$ cat src/rtl/harmonic_peak_scan.sv
// Scans the four harmonic-selector mux inputs after a start pulse and reports
// the harmonic with the largest |re|+|im| estimate, along with its raw re/im.
module harmonic_peak_scan #(
  parameter int WORD_SIZE = 16
) (
  input  logic                 i_clk,
  input  logic                 i_rst,
  input  logic                 i_start,
  output logic [1:0]           o_select,
  input  logic [WORD_SIZE-1:0] i_harmonic_re,
  input  logic [WORD_SIZE-1:0] i_harmonic_im,
  output logic                 o_busy,
  output logic                 o_done,
  output logic [1:0]           o_peak_idx,
  output logic [WORD_SIZE:0]   o_peak_mag,
  output logic [WORD_SIZE-1:0] o_peak_re,
  output logic [WORD_SIZE-1:0] o_peak_im
);

  typedef enum logic [1:0] {IDLE, SCAN, DONE} state_t;

  state_t state, next_state;

  logic [1:0]           k;
  logic [1:0]           best_idx;
  logic [WORD_SIZE:0]   best_mag;
  logic [WORD_SIZE-1:0] best_re;
  logic [WORD_SIZE-1:0] best_im;

  logic [WORD_SIZE:0]   re_ext, im_ext, abs_re, abs_im, cand_mag;
  logic                 take;
  logic [1:0]           nxt_idx;
  logic [WORD_SIZE:0]   nxt_mag;
  logic [WORD_SIZE-1:0] nxt_re, nxt_im;

  localparam logic [WORD_SIZE:0] ONE = {{WORD_SIZE{1'b0}}, 1'b1};

  // Abs is taken one bit wider than the sample so -2^(W-1) maps to +2^(W-1).
  always_comb begin
    re_ext   = {i_harmonic_re[WORD_SIZE-1], i_harmonic_re};
    im_ext   = {i_harmonic_im[WORD_SIZE-1], i_harmonic_im};
    abs_re   = re_ext[WORD_SIZE] ? (~re_ext + ONE) : re_ext;
    abs_im   = im_ext[WORD_SIZE] ? (~im_ext + ONE) : im_ext;
    cand_mag = abs_re + abs_im;
    take     = (k == 2'd0) || (cand_mag > best_mag);
    nxt_idx  = take ? k             : best_idx;
    nxt_mag  = take ? cand_mag      : best_mag;
    nxt_re   = take ? i_harmonic_re : best_re;
    nxt_im   = take ? i_harmonic_im : best_im;
  end

  always_ff @(posedge i_clk) begin
    if (i_rst) state <= IDLE;
    else       state <= next_state;
  end

  always_comb begin
    next_state = state;
    o_busy     = 1'b0;
    o_done     = 1'b0;
    case (state)
      IDLE: if (i_start) next_state = SCAN;
      SCAN: begin
        o_busy = 1'b1;
        if (k == 2'd3) next_state = DONE;
      end
      DONE: begin
        o_busy     = 1'b1;
        o_done     = 1'b1;
        next_state = IDLE;
      end
      default: next_state = IDLE;
    endcase
  end

  // The last scan step folds its own candidate straight into the peak outputs.
  always_ff @(posedge i_clk) begin
    if (i_rst) begin
      k          <= 2'd0;
      best_idx   <= 2'd0;
      best_mag   <= '0;
      best_re    <= '0;
      best_im    <= '0;
      o_peak_idx <= 2'd0;
      o_peak_mag <= '0;
      o_peak_re  <= '0;
      o_peak_im  <= '0;
    end else if (state == SCAN) begin
      k        <= k + 2'd1;
      best_idx <= nxt_idx;
      best_mag <= nxt_mag;
      best_re  <= nxt_re;
      best_im  <= nxt_im;
      if (k == 2'd3) begin
        o_peak_idx <= nxt_idx;
        o_peak_mag <= nxt_mag;
        o_peak_re  <= nxt_re;
        o_peak_im  <= nxt_im;
      end
    end else begin
      k <= 2'd0;
    end
  end

  assign o_select = k;

endmodule
$ cat config.mk
export PLATFORM = sky130hd
export DESIGN_NAME = harmonic_peak_scan
export DESIGN_NICKNAME = d
export VERILOG_FILES = /design/src/rtl/harmonic_peak_scan.sv
export SDC_FILE = /design/constraint.sdc
export NUM_CORES = 1
export LEC_CHECK = 0
export BUFFER_PORTS_ARGS = -buffer_cell sky130_fd_sc_hd__buf_2
export CORE_UTILIZATION = 35
export DETAILED_ROUTE_END_ITERATION = 7
export PLACE_DENSITY_LB_ADDON = 0.05
export SYNTH_ARGS = -nofsm -noshare
export SYNTH_HDL_FRONTEND = slang
export SYNTH_SLANG_ARGS = --single-unit
$ cat constraint.sdc
create_clock -name i_clk -period 8.15 [get_ports i_clk]
set_clock_uncertainty 0.1 [all_clocks]
set_input_delay 2.445 -clock i_clk [delete_from_list [all_inputs] [get_ports i_clk]]
set_output_delay 2.445 -clock i_clk [all_outputs]
set_load 0.005 [all_outputs]
==> impl_metrics.csv <==
group,metric,value,unit
timing,relSlewSlack,0.367,
cts,cts_tree,"done",
placed_design,dpl.hpwl,12600,µm
placed_design,place_ws,444,ps
synthesis,synth_cells,756,
drt,via_count,5460,
drt,wirelength,16900,µm
run,maxCapViolations,0,
synthesis,syn_nets,832,
cts,clk_pin_slew,70,ps
critical_path,endpoint_kind,"flip-flop",
synthesis,synth_area,6060,µm²
cts,clk_path_buf_depth,2,
grt,grt_overflow,0,
timing,setup_tns,0,ps
die,start_util,0.361,
synthesis,synth-seq-area-share,0.350,
cts,cts_buffers,9,
pwr,p_per_area,204,nW/µm²
cts,htree_num_levels,3,
critical_path,path_max_fanout,24,
critical_path,critPathLaunch,"i_harmonic_re[6]",
critical_path,crit_type,"input port to flip-flop",
cells_and_area,nNetsFinal,897,
drt,drc,0,
grt,grt_use_total,0.195,
die,coreArea,16800,µm²
grt,antenna_found_initial,0,
timing,slew_violations,0,
run_status,outcome,"completed",
cells_and_area,multi_input_area,3590,µm²
die,die_h,134,µm
die,dieArea,17800,µm²
synthesis,yosysWarningCount,0,
cts,cts-root-buf,"clkbuf_16",
timing,hold_viol,0,
cts,clk_latency,360,ps
synthesis,ys_dominant_reg_cell,"dfxtp_1",
timing,period_needed,7310,ps
grt,grt_pass1_wl,27200,µm
critical_path,r2r_start,"best_mag[4]$_SDFFE_PP0P_",
drt,drt_iter0_drc,326,
grt,grt_max_degree,55,
synthesis,synth_cell_type_count,53,
placed_design,gp_congestion,0.871,
timing,fmax,137,MHz
timing,setup_viol,0,
cells_and_area,drive_gt1_frac,0.157,
pwr,power.leakage,2.77,nW
min_path,min_path_type,"flip-flop to flip-flop",
pwr,vdd_drop_max,114,µV
cells_and_area,synthToLayoutAreaGrowth,15.0,%
die,rows,47,
critical_path,cp-start-kind,"input port",
die,die_width,134,µm
synthesis,synthArstFlopShare,0,
drt,ant_nets,0,
timing,worst_slack,839,ps
cells_and_area,fill_cells,1726,
timing,fin_hold_ws,355,ps
synthesis,synth_edf_count,0,
drt,wire_per_inst,16.2,µm
critical_path,crit_arrival,7410,ps
timing,rsz0062_at_grt,"false",
cts,ctsHoldBuffers,0,
cells_and_area,final_area,6960,µm²
min_path,hp-start,"best_re[7]$_SDFFE_PP0P_",
placed_design,placed_area,6680,µm²
synthesis,ys_ff_latch,106,
drt,vias_per_cell,5.22,
synthesis,syn_avg_cell_area,8.01,µm²
timing,fin_crit_sh,0.897,
critical_path,worst_ep_required_time,8250,ps
cts,cts_resized,0,
placed_design,port_buffers,89,
cts,cts_post_setup_buffers_inserted,0,
die,ios,90,
timing,worstMarginPinSlew,949,ps
drt,dr.pass1.iters,4,
cells_and_area,antenna_cells,0,
cells_and_area,regArea,2120,µm²
cts,cts.sinks,106,
grt,grt_pass1_vias,4988,
[where the power goes]
part / total, mW / switching (mW) / internal, mW / leakage (nW)
clock: 0.426 / 0.209 / 0.217 / 0.128
sequential: 0.556 / 0.0148 / 0.541 / 0.859
combinational: 0.439 / 0.267 / 0.172 / 1.78
total: 1.42 / 0.490 / 0.930 / 2.77
[layer usage]
layer / track usage / up-vias / wire length [µm]
met5: 0 / - / 0
met4: 0.0751 / 0 / 455
met3: 0.0270 / 23 / 565
met2: 0.318 / 127 / 7830
met1: 0.261 / 2516 / 8090
li1: - / 2794 / -
[worst max-delay path: stages]
cell and delay (ps):
buf_2 130, or4_1 530, or2_1 230, or3_1 360, o31ai_1 250, xnor2_1 200, ha_1 330, a21oi_1 210
nand2b_1 150, a31oi_1 190, mux2i_1 110, xnor2_1 260, inv_1 80, ha_1 300, nand4_1 120, and4bb_2 330
and3b_1 270, nand2b_2 330, buf_12 250, mux2i_1 220, a21oi_1 90
[path summary, 6_finish.rpt]
kind	end	slack [ps]	cells after the start
setup reg to reg	best_mag[14]$_SDFFE_PP0P_	5410	11
hold reg to reg	best_re[7]$_SDFFE_PP0P_	360	2
hold / removal	best_re[7]$_SDFFE_PP0P_	360	2
setup / recovery	o_peak_re[6]$_SDFFE_PP0P_	840	21
[final cells by class]
class	instances	area share
Multi-Input combinational cell	571	0.516
Sequential cell	106	0.305
Timing Repair Buffer	103	0.0827
Tap cell	220	0.0395
Clock buffer	11	0.0349
Inverter	30	0.0162
Clock inverter	5	0.00575
[registers in the layout, indices dropped and copies added, names as in the netlist]
name	cells
best_idx	2
o_peak_mag	17
best_mag	17
best_im	16
o_peak_re	16
o_select	2
o_peak_idx	2
state	2
o_peak_im	16
best_re	16
[cells in the final DEF (no fill, tap or decap), types with 4 or more instances in the layout]
cell type	Yosys	layout
nand2_1	131	131
a21oi_1	117	117
dfxtp_1	106	106
buf_2	11	89
o21ai_0	62	62
ha_1	40	40
xnor2_1	35	35
mux2i_1	35	35
inv_1	30	30
nor2_1	18	18
a31oi_1	14	14
a211oi_1	13	13
nor3_1	12	12
buf_4	1	12
nand3_1	10	10
and3_1	10	10
clkbuf_16	0	9
o31ai_1	7	7
nand2b_1	8	7
o211ai_1	5	5
or4_1	4	4
o21a_1	4	4
xor2_1	4	4
[cell families (layout without fill, tap and decap cells)]
| family | Yosys count | count (layout) | synth area share |
|---|---|---|---|
| mux | 35 | 35 | 0.0578 |
| buf+inv | 79 | 149 | 0.0568 |
| xor+xnor | 39 | 39 | 0.0564 |
| compound gates | 242 | 242 | 0.233 |
| flops | 106 | 106 | 0.350 |
| simple gates | 214 | 214 | 0.160 |
| fa+ha+maj | 41 | 41 | 0.0859 |
[cell usage after synthesis (all sizes together), types with 3 or more instances]
| master | instances | area [µm²] |
|---|---|---|
| o41ai | 5 | 70.1 |
| a211oi | 13 | 97.6 |
| nor3 | 12 | 60.1 |
| inv | 30 | 113 |
| or4 | 5 | 41.3 |
| nand2 | 131 | 492 |
| buf | 16 | 108 |
| xor2 | 4 | 35.0 |
| or2 | 5 | 33.8 |
| a31oi | 14 | 87.6 |
| or3 | 3 | 18.8 |
| mux2i | 35 | 350 |
| and3 | 10 | 62.6 |
| nand2b | 8 | 50.1 |
| a21oi | 117 | 586 |
| o21a | 4 | 30.0 |
| ha | 40 | 500 |
| o21ai | 63 | 315 |
| nor2 | 18 | 67.6 |
| xnor2 | 35 | 307 |
| nand3 | 10 | 50.1 |
| o31ai | 7 | 52.6 |
| clkbuf | 33 | 124 |
| o211ai | 5 | 37.5 |
| dfxtp | 106 | 2120 |
[stage by stage]
stage | std cells | total power, mW | util
3_5_place_dp | 1030 | 1.01 | 0.399
3_3_place_gp | 1030 | 1.00 | 0.399
2_1_floorplan | 756 | 0.882 | -
6_report | 1046 | 1.42 | 0.415
5_1_grt | 1046 | 1.51 | 0.415
4_1_cts | 1046 | 1.44 | 0.415
Power figures use the tool's default switching activity.
